===== src/rtl/cpu_sequencer_pkg.sv =====
// Shared definitions for the CPU phase sequencer.
// Holds the state encodings (SEQ_STATE_FETCH .. SEQ_STATE_TRAP) and the
// state register width used by cpu_sequencer.
package cpu_sequencer_pkg;

    localparam int unsigned SEQ_STATE_WIDTH = 3;
    localparam int unsigned PERF_COUNT_WIDTH = 64;

    localparam logic [SEQ_STATE_WIDTH-1:0] SEQ_STATE_FETCH     = 3'd0;
    localparam logic [SEQ_STATE_WIDTH-1:0] SEQ_STATE_DECODE    = 3'd1;
    localparam logic [SEQ_STATE_WIDTH-1:0] SEQ_STATE_EXECUTE   = 3'd2;
    localparam logic [SEQ_STATE_WIDTH-1:0] SEQ_STATE_MEM       = 3'd3;
    localparam logic [SEQ_STATE_WIDTH-1:0] SEQ_STATE_WRITEBACK = 3'd4;
    localparam logic [SEQ_STATE_WIDTH-1:0] SEQ_STATE_HALTED    = 3'd5;
    localparam logic [SEQ_STATE_WIDTH-1:0] SEQ_STATE_TRAP      = 3'd6;

endpackage


===== src/rtl/cpu_sequencer_perf_counter.sv =====
// perf_counter: free-running event counter with synchronous clear.
// Ports:
//   i_Clock  - clock
//   i_Clear  - synchronous clear (priority over increment)
//   i_Incr   - add one this cycle
//   o_Count  - current count, wraps modulo 2^WIDTH
module perf_counter #(
    parameter int unsigned WIDTH = 64
) (
    input  logic             i_Clock,
    input  logic             i_Clear,
    input  logic             i_Incr,
    output logic [WIDTH-1:0] o_Count
);

    // Counter register
    always_ff @(posedge i_Clock) begin
        if (i_Clear) begin
            o_Count <= '0;
        end else if (i_Incr) begin
            o_Count <= o_Count + WIDTH'(1);
        end
    end

endmodule


===== src/rtl/cpu_sequencer.sv =====
// cpu_sequencer: multi-cycle phase sequencer (fetch/decode/execute/mem/wb)
// with halt and illegal-instruction trap handling.
// Optional feature macro: SEQUENCER_PERF_COUNTERS_EN adds o_Cycle_Count and
// o_Retired_Count (64-bit, cleared by i_Reset).
// Ports:
//   i_Clock, i_Reset        - clock, synchronous active-high reset
//   i_Halt                  - stop at next instruction boundary
//   i_Instr_Ready           - instruction memory data valid
//   i_Mem_Ready             - data memory access complete
//   i_Mem_Access, i_Illegal - decode results, sampled in EXECUTE
//   o_Instr_Req, o_Ir_Load  - fetch request / IR latch (Mealy)
//   o_Cu_Enable, o_Mem_Req  - control unit enable / data memory request
//   o_Reg_Commit, o_Pc_Write_Enable, o_Retire - writeback qualifiers
//   o_Halted, o_Trap        - status
// All outputs are forced low while i_Reset is high.
module cpu_sequencer
    import cpu_sequencer_pkg::*;
#(
    parameter int unsigned STATE_WIDTH = SEQ_STATE_WIDTH
) (
    input  logic i_Clock,
    input  logic i_Reset,
    input  logic i_Halt,
    input  logic i_Instr_Ready,
    input  logic i_Mem_Ready,
    input  logic i_Mem_Access,
    input  logic i_Illegal,
    output logic o_Instr_Req,
    output logic o_Ir_Load,
    output logic o_Cu_Enable,
    output logic o_Mem_Req,
    output logic o_Reg_Commit,
    output logic o_Pc_Write_Enable,
    output logic o_Retire,
    output logic o_Halted,
`ifdef SEQUENCER_PERF_COUNTERS_EN
    output logic o_Trap,
    output logic [PERF_COUNT_WIDTH-1:0] o_Cycle_Count,
    output logic [PERF_COUNT_WIDTH-1:0] o_Retired_Count
`else
    output logic o_Trap
`endif
);

    localparam logic [STATE_WIDTH-1:0] ST_FETCH     = STATE_WIDTH'(SEQ_STATE_FETCH);
    localparam logic [STATE_WIDTH-1:0] ST_DECODE    = STATE_WIDTH'(SEQ_STATE_DECODE);
    localparam logic [STATE_WIDTH-1:0] ST_EXECUTE   = STATE_WIDTH'(SEQ_STATE_EXECUTE);
    localparam logic [STATE_WIDTH-1:0] ST_MEM       = STATE_WIDTH'(SEQ_STATE_MEM);
    localparam logic [STATE_WIDTH-1:0] ST_WRITEBACK = STATE_WIDTH'(SEQ_STATE_WRITEBACK);
    localparam logic [STATE_WIDTH-1:0] ST_HALTED    = STATE_WIDTH'(SEQ_STATE_HALTED);
    localparam logic [STATE_WIDTH-1:0] ST_TRAP      = STATE_WIDTH'(SEQ_STATE_TRAP);

    logic [STATE_WIDTH-1:0] state_q;
    logic [STATE_WIDTH-1:0] state_d;

    // State register
    always_ff @(posedge i_Clock) begin
        if (i_Reset) begin
            state_q <= ST_FETCH;
        end else begin
            state_q <= state_d;
        end
    end

    // Next-state logic; TRAP is absorbing, only reset leaves it
    always_comb begin
        state_d = state_q;
        case (state_q)
            ST_FETCH:     if (i_Instr_Ready) state_d = ST_DECODE;
            ST_DECODE:    state_d = ST_EXECUTE;
            ST_EXECUTE: begin
                if (i_Illegal)         state_d = ST_TRAP;
                else if (i_Mem_Access) state_d = ST_MEM;
                else                   state_d = ST_WRITEBACK;
            end
            ST_MEM:       if (i_Mem_Ready) state_d = ST_WRITEBACK;
            ST_WRITEBACK: state_d = i_Halt ? ST_HALTED : ST_FETCH;
            ST_HALTED:    if (!i_Halt) state_d = ST_FETCH;
            ST_TRAP:      state_d = ST_TRAP;
            default:      state_d = ST_FETCH;
        endcase
    end

    // Output decode; Moore except o_Ir_Load, everything gated off in reset
    always_comb begin
        o_Instr_Req       = 1'b0;
        o_Ir_Load         = 1'b0;
        o_Cu_Enable       = 1'b0;
        o_Mem_Req         = 1'b0;
        o_Reg_Commit      = 1'b0;
        o_Pc_Write_Enable = 1'b0;
        o_Retire          = 1'b0;
        o_Halted          = 1'b0;
        o_Trap            = 1'b0;
        if (!i_Reset) begin
            case (state_q)
                ST_FETCH: begin
                    o_Instr_Req = 1'b1;
                    o_Ir_Load   = i_Instr_Ready;
                end
                ST_DECODE, ST_EXECUTE: o_Cu_Enable = 1'b1;
                ST_MEM: begin
                    o_Cu_Enable = 1'b1;
                    o_Mem_Req   = 1'b1;
                end
                ST_WRITEBACK: begin
                    o_Cu_Enable       = 1'b1;
                    o_Reg_Commit      = 1'b1;
                    o_Pc_Write_Enable = 1'b1;
                    o_Retire          = 1'b1;
                end
                ST_HALTED: o_Halted = 1'b1;
                ST_TRAP:   o_Trap   = 1'b1;
                default: ;
            endcase
        end
    end

`ifdef SEQUENCER_PERF_COUNTERS_EN
    // Cycle counter runs every non-reset cycle
    perf_counter #(.WIDTH(PERF_COUNT_WIDTH)) u_cycle_count (
        .i_Clock (i_Clock),
        .i_Clear (i_Reset),
        .i_Incr  (1'b1),
        .o_Count (o_Cycle_Count)
    );

    // Retired-instruction counter
    perf_counter #(.WIDTH(PERF_COUNT_WIDTH)) u_retired_count (
        .i_Clock (i_Clock),
        .i_Clear (i_Reset),
        .i_Incr  (o_Retire),
        .o_Count (o_Retired_Count)
    );
`endif

endmodule


===== config.mk =====
export PLATFORM = sky130hd
export DESIGN_NAME = cpu_sequencer
export DESIGN_NICKNAME = d
export VERILOG_FILES = /design/src/rtl/cpu_sequencer_pkg.sv /design/src/rtl/cpu_sequencer_perf_counter.sv /design/src/rtl/cpu_sequencer.sv
export SDC_FILE = /design/constraint.sdc
export NUM_CORES = 1
export LEC_CHECK = 0
export BUFFER_PORTS_ARGS = -buffer_cell sky130_fd_sc_hd__buf_4
export CORE_AREA = 2 2 39 41
export DETAILED_ROUTE_END_ITERATION = 16
export DIE_AREA = 0 0 41 43
export PLACE_DENSITY = 0.51
export SLEW_MARGIN = 25
export SYNTH_ARGS = -nofsm -noshare
export SYNTH_HDL_FRONTEND = slang
export SYNTH_SLANG_ARGS = --single-unit

===== constraint.sdc =====
create_clock -name i_Clock -period 1.19 [get_ports i_Clock]
set_input_delay 0.1785 -clock i_Clock [delete_from_list [all_inputs] [get_ports i_Clock]]
set_output_delay 0.1785 -clock i_Clock [all_outputs]
set_load 0.02 [all_outputs]

Word level (Yosys, flattened, before mapping) --
Cells that the tools add are included.
Storage, ports and cells: bits in registers 3, bits of input ports 7, output and inout bits 9, logic and storage cells 34
Cells by class: equality and inequality tests 9, multiplexer cells 21, reductions and logical operators 3
Operators with widths (number):
- $pmux W3 S7 | 1
- $mux W3 | 6
- $mux W1 | 14
- $eq A3 B3 Y1 const B | 3
- $eq A3 B2 Y1 const B | 2
- $ne A2 B2 Y1 const B | 3
- $reduce_or A4 Y1 | 1
- $eq A3 B1 Y1 const B | 1
- $logic_not A3 Y1 | 1
- $reduce_and A3 Y1 | 1

Logic depth before layout (Yosys ltp) --
Gate-level depths: netlist (run 1).
depth in word-level cells 4, depth in mapped cells 4, gate-level depth less buffers 3

Least setup slack after synthesis (run 1) --
No wires, ideal clock.
path kind flip-flop to output port, start reg state_q[1], end out o_Reg_Commit, arrival 1309 ps, slack -298 ps, cell stages (with the launch flop) 4, path buffers 2, cells stage by stage dfxtp_1 buf_4 nor4b_2 buf_4
Between the ends: cells in the longest elaborated chain, start to end 3
RTL lines:
- start, declared | line cpu_sequencer.sv:53 | logic [STATE_WIDTH-1:0] state_q;
- start signal, assigned | line cpu_sequencer.sv:61 | state_q <= state_d;
- $eq A3 B3 Y1
- $mux W1 (2 in a row)
- end, declared | line cpu_sequencer.sv:32 | output logic o_Reg_Commit,
No other way between the ends.

Worst setup path after layout (run 1) --
start reg state_q[0], end out o_Reg_Commit
Between the ends: cells in the longest elaborated chain, start to end 3
RTL lines:
- $eq A3 B3 Y1 | line cpu_sequencer.sv:96 | case (state_q)
- $mux W1 | line cpu_sequencer.sv:96
- $mux W1 | line cpu_sequencer.sv:95 | if (!i_Reset) begin
No other way between the ends.

==> results of run 1 <==
[worst reg2reg max path: stages (launching register included)]
cell	delay, ns
dfxtp_4	0.37
buf_4	0.16
buf_4	0.15
a21o_1	0.16
a221oi_2	0.23
[routing by layer]
| metal | part of all wire (%) | track usage, % | wire (µm) | vias to the layer above |
|---|---|---|---|---|
| li1 | - | - | - | 168 |
| met1 | 43 | 14.24 | 359 | 158 |
| met2 | 50 | 14.69 | 421 | 10 |
| met3 | 4.7 | 3.141 | 39 | 2 |
| met4 | 1.8 | 10.00 | 15 | 0 |
| met5 | 0 | 0 | 0 | - |
[kinds of logic (layout without fill, tap and decap cells)]
kind of cell	after synthesis	in the layout
buffers and inverters	7	29
AO/OA/AOI/OAI	8	8
flip-flops	3	3
AND/OR/NAND/NOR	16	16
XOR/XNOR	1	1
[cells in the final DEF (no fill, tap or decap), drive strengths merged]
master	n
o311ai	1
buf	24
dfxtp	3
inv	1
a21oi	2
o21ai	1
nand3b	1
nor4b	2
nor3	3
a221oi	1
nand2	2
nor2b	1
nand2b	2
and2	1
a21o	2
nor4	1
xor2	1
nor2	2
clkbuf	4
a211oi	1
and4bb	1
[power breakdown]
group | switching [W] | leakage [nW] | internal [W]
Clock | 0.0000534 | 0.0150 | 0.000126
Sequential | 0.0000503 | 0.0267 | 0.000126
Combinational | 0.000170 | 0.218 | 0.000210
Total | 0.000274 | 0.259 | 0.000462
[synth_stat cells]
library cell  number
inv_1              1
nand2_1            2
nor4_2             1
and4bb_2           1
a221oi_2           1
nor2b_1            1
nor4b_1            1
o311ai_1           1
xor2_1             1
a211oi_2           1
o21ai_1            1
buf_2              1
buf_4              3
and2_1             1
a21oi_1            2
dfxtp_1            3
nor3_1             3
nand2b_1           2
nor2_1             2
nor4b_2            1
buf_6              2
a21o_1             2
nand3b_4           1
[what timing repair did]
action,CTS,global route
setup buffers,2,2
pin swaps,4,6
endpoints found under the hold margin,0,0
setup endpoints to repair,9,11
resized for setup,8,6
[through the flow]
step / area, µm² / setup slack [ns] / total power (W) / TNS, ns
after detailed placement: 460.4 / 0.01223 / 0.0004743 / 0
after global routing: 574.3 / -0.1985 / 0.0007876 / -1.525
after floorplan: 344.1 / -0.1129 / 0.0003847 / -0.3506
after global placement: 460.4 / -0.001672 / 0.0004785 / -0.001672
final: 574.3 / -0.1454 / 0.0007360 / -1.024
after CTS: 523.0 / -0.1510 / 0.0006872 / -1.140
[worst paths after layout]
| kind | slack, ns | endpoint |
|---|---|---|
| max | -0.15 | o_Reg_Commit |
| min | 0.22 | state_q[2] |
| max reg2reg | 0.03 | state_q[0] |
| min reg2reg | 0.68 | state_q[0] |
[cell type report]
cell class	instances	area, µm²	area share (%)
well taps	16	20.02	3.486
multi-input cells	25	254.0	44.23
clock buffers	4	26.28	4.575
repair buffers	24	198.9	34.64
inverters	1	3.754	0.6536
flip-flops and latches	3	71.32	12.42
==> impl_metrics.env, run 1 <==
export IMPL_cts_tree="yes"
export IMPL_crit_start="state_q[0]"
export IMPL_maxSlewViolCount=0
export IMPL_synth_area_um2=312.8
export IMPL_peakVddDrop_mv=0.3550
export IMPL_synthMuxAreaShare_pct=0
export IMPL_fin_skew_ns=0.0009240
export IMPL_ys_seq_area_share_pct=19.20
export IMPL_min_period_over_period_pct=112.2
export IMPL_core_region_area_um2=1384
export IMPL_antenna_found_initial=0
export IMPL_rr_startpoint="state_q[2]"
export IMPL_hold_buffers=0
export IMPL_crit_type="reg -> out"
export IMPL_ys_types=23
export IMPL_synth_top_family_by_area="simple AND/OR/NAND/NOR gates"
export IMPL_antenna_cells=0
export IMPL_nNetsFinal=65
export IMPL_cts_sinks=3
export IMPL_ys_ff_latch=3
export IMPL_critPathRequiredTime_ns=1.01
export IMPL_grt_pass1_wl_um=1297
export IMPL_p_leak_nw=0.2594
export IMPL_synth_top_area_share_pct=19.20
export IMPL_yosys_warnings=0
export IMPL_boundaryPins=16
export IMPL_timing_hold_ws_ns=0.2207
export IMPL_num_vias=338
export IMPL_dr_pass1_iters=2
export IMPL_crit_slowest_cell="dfxtp_4"
export IMPL_worst_pin_slew_ns=0.2462
export IMPL_setup_viol=9
export IMPL_die_h_um=43
export IMPL_synthAdderAreaFrac_pct=0
export IMPL_clk_path_buf_depth=2
export IMPL_synth_compound_area_share_pct=21.20
export IMPL_hp_start="i_Reset"
export IMPL_violations="negative setup slack"
export IMPL_drt_initial_drc_count=6
export IMPL_area_delta_synth_final_pct=83.60
export IMPL_slowest_delay_ns=0.36
export IMPL_synth_xor_area_share_pct=2.800
export IMPL_fmax_mhz=748.9
export IMPL_grt_pass1_vias=308
export IMPL_fill_cells=143
export IMPL_dieArea_um2=1763
export IMPL_largestRegisters="state_q: 3 flops"
export IMPL_power_density_nw_per_um2=1281
export IMPL_gp_congestion=0.7160
export IMPL_cp_arrival_ns=1.16
export IMPL_clkTransAtPathRegs_ns=0.04
export IMPL_hold_violations=0
export IMPL_initial_core_util_pct=22.60
export IMPL_cts_root_buffer="clkbuf_4"
export IMPL_wl_um=836
export IMPL_largest_register="state_q"
export IMPL_largest_reg_flops=3
export IMPL_cp_cell_sequence="buf_6, nor4b_4, buf_4"
export IMPL_fin_ws_ns=-0.1454
export IMPL_max_slew_margin_pct=83.46
export IMPL_grt_max_degree=10
export IMPL_portBuffers=15
export IMPL_grt_usage_pct=11.27
export IMPL_dp_cells=65
export IMPL_hold_depth=2
export IMPL_path_max_fanout=5
export IMPL_routedWlPerCell_um=11.45
export IMPL_dp_hpwl_um=567.8
export IMPL_cts_buffers=3
export IMPL_finalNonFillerCells=73
export IMPL_start_kind="flip-flop"
export IMPL_avgSynthCellArea_um2=8.937
export IMPL_viasPerCell=4.630
export IMPL_ant_nets=0
export IMPL_cts_htree_levels=1
export IMPL_die_w_um=41
export IMPL_status="complete, but fails checks"
export IMPL_grt_setup_unrepaired="true"
export IMPL_hold_class="in -> reg"
export IMPL_critPathTopFamily="flip-flops"
export IMPL_synthCells=35
export IMPL_syn_nets=42
export IMPL_clk_latency_ns=0.23
export IMPL_min_period_ns=1.335
export IMPL_synth_area_top_cells="dfxtp_1, buf_4, buf_6"
export IMPL_rr_worst_depth=4
export IMPL_grt_overflow=0
export IMPL_synth_simple_area_share_pct=39.60
export IMPL_yosys_area_top_type="dfxtp_1"
export IMPL_fin_util_pct=41.50
export IMPL_critPathBufInv=2
export IMPL_path_depth=3
export IMPL_cp_end_kind="output port"
export IMPL_drive_gt1_share_pct=70.18
export IMPL_rows=14
export IMPL_max_cap_violations=0
export IMPL_drc_errors=0
Note: power is estimated with default switching activity, not from simulation.
==> inputs of run 2 (changes only) <==
--- a/config.mk
+++ b/config.mk
@@ -9,7 +9,7 @@
 export CORE_AREA = 2 2 39 41
 export DETAILED_ROUTE_END_ITERATION = 16
 export DIE_AREA = 0 0 41 43
-export PLACE_DENSITY = 0.51
+export PLACE_DENSITY = 0.5
 export SLEW_MARGIN = 25
 export SYNTH_ARGS = -nofsm -noshare
 export SYNTH_HDL_FRONTEND = slang
==> run 2 against run 1 <==
The run still ends with negative setup slack left. Clock skew increased by 0.0044 ns. Register-to-register slack improved by 0.04 ns. First-iteration DRC count decreased by 67%. Critical path type unchanged. Total power about the same.
==> impl_metrics.env, run 2 (synthesized netlist as in run 1, its figures left out) <==
export IMPL_grt_usage_pct=10.03
export IMPL_hold_class="in -> reg"
export IMPL_antenna_cells=0
export IMPL_num_vias=350
export IMPL_peakVddDrop_mv=0.8170
export IMPL_cts_buffers=3
export IMPL_seqCellArea_um2=71.32
export IMPL_drc_errors=0
export IMPL_grt_overflow=0
export IMPL_grt_pass1_wl_um=1193
export IMPL_grt_pass1_vias=302
export IMPL_path_max_fanout=6
export IMPL_max_cap_violations=0
export IMPL_grt_max_degree=10
export IMPL_grt_setup_unrepaired="true"
export IMPL_cts_root_buffer="clkbuf_4"
export IMPL_clk_path_buf_depth=2
export IMPL_fmax_mhz=732.0
export IMPL_violations="negative setup slack"
export IMPL_die_w_um=41
export IMPL_fin_ws_ns=-0.1761
export IMPL_start_kind="flip-flop"
export IMPL_nNetsFinal=67
export IMPL_routedWlPerCell_um=9.813
export IMPL_fill_cells=145
export IMPL_hold_violations=0
export IMPL_cp_cell_sequence="nor4_4, and2_4, buf_6"
export IMPL_dp_hpwl_um=537.6
export IMPL_hold_buffers=0
export IMPL_cp_end_kind="output port"
export IMPL_antenna_found_initial=0
export IMPL_dieArea_um2=1763
export IMPL_finalNonFillerCells=75
export IMPL_clk_latency_ns=0.23
export IMPL_rr_worst_depth=4
export IMPL_multi_input_area_um2=246.5
export IMPL_crit_slowest_cell="dfxtp_4"
export IMPL_fin_area_um2=591.8
export IMPL_drt_initial_drc_count=2
export IMPL_boundaryPins=16
export IMPL_largest_register="state_q"
export IMPL_timing_hold_ws_ns=0.2151
export IMPL_hold_depth=2
export IMPL_cts_sinks=3
export IMPL_pre_cts_ws_ns=0.01425
export IMPL_p_leak_nw=0.2736
export IMPL_cts_tree="yes"
export IMPL_crit_type="reg -> out"
export IMPL_critPathRequiredTime_ns=1.01
export IMPL_initial_core_util_pct=22.60
export IMPL_wl_um=736
export IMPL_setup_viol=9
export IMPL_final_cell_mix="buf_4, buf_6, clkbuf_4, dfxtp_4"
export IMPL_dp_cells=65
export IMPL_viasPerCell=4.667
export IMPL_gp_congestion=0.7247
export IMPL_clkTransAtPathRegs_ns=0.04
export IMPL_rows=14
export IMPL_power_density_nw_per_um2=1243
export IMPL_ant_nets=0
export IMPL_min_period_over_period_pct=114.8
export IMPL_max_slew_margin_pct=84.66
export IMPL_portBuffers=15
export IMPL_slowest_delay_ns=0.37
export IMPL_worst_pin_slew_ns=0.2265
export IMPL_cp_arrival_ns=1.19
export IMPL_largest_reg_flops=3
export IMPL_area_delta_synth_final_pct=89.20
export IMPL_fin_skew_ns=0.005286
export IMPL_largestRegisters="state_q: 3 flops"
export IMPL_placed_area_um2=460.4
export IMPL_final_common_cell="buf_4"
export IMPL_status="complete, but fails checks"
export IMPL_dr_pass1_iters=4
export IMPL_die_h_um=43
export IMPL_totalPowerFinal_w=0.0007354
export IMPL_drive_gt1_share_pct=74.58
export IMPL_core_region_area_um2=1384
export IMPL_cts_htree_levels=1
export IMPL_min_period_ns=1.366
export IMPL_maxSlewViolCount=0
[run 2: final cells by class]
cell class                      count  area share [%]
Inverter                            1           1.057
Sequential cell                     3           12.05
Clock buffer                        4           4.440
Multi-Input combinational cell     25           41.65
Tap cell                           16           3.383
Timing Repair Buffer               26           37.42
[run 2: report_power, final]
part	switching (W)	leakage [nW]	internal, W
Clock	0.0000531	0.0150	0.000126
Sequential	0.0000496	0.0267	0.000126
Combinational	0.000160	0.232	0.000220
[run 2: repair_timing]
| item | in CTS | in global routing |
|---|---|---|
| cloned | 0 | 0 |
| pin swaps | 5 | 6 |
| resized for setup | 10 | 8 |
| setup endpoints to repair | 9 | 11 |
| setup buffers | 5 | 2 |
[run 2: final timing paths]
| kind | from | slack (ns) | endpoint |
|---|---|---|---|
| max | state_q[2] | -0.18 | o_Ir_Load |
| min | i_Reset | 0.22 | state_q[2] |
| max reg2reg | state_q[1] | 0.07 | state_q[0] |
| min reg2reg | state_q[0] | 0.64 | state_q[0] |
[run 2: critical path: cells and delay by family, from the launching register on]
family / cells / cell delay (ns)
flops: 1 / 0.37
buf+inv: 1 / 0.11
simple gates: 2 / 0.49
[run 2: metrics by stage]
step                      TNS, ns  util [%]
after global placement          0     33.27
after CTS                  -1.126     40.05
after floorplan           -0.3506         -
after global routing       -1.495     42.77
final                     -0.9392     42.77
after detailed placement        0     33.27
[run 2: metal layers]
metal	part of all wire, %	up-vias	global-route usage [%]
li1	-	176	-
met1	43	161	12.50
met2	48	11	14.37
met3	7.6	2	3.141
met4	1.1	0	6.000
met5	0	-	0
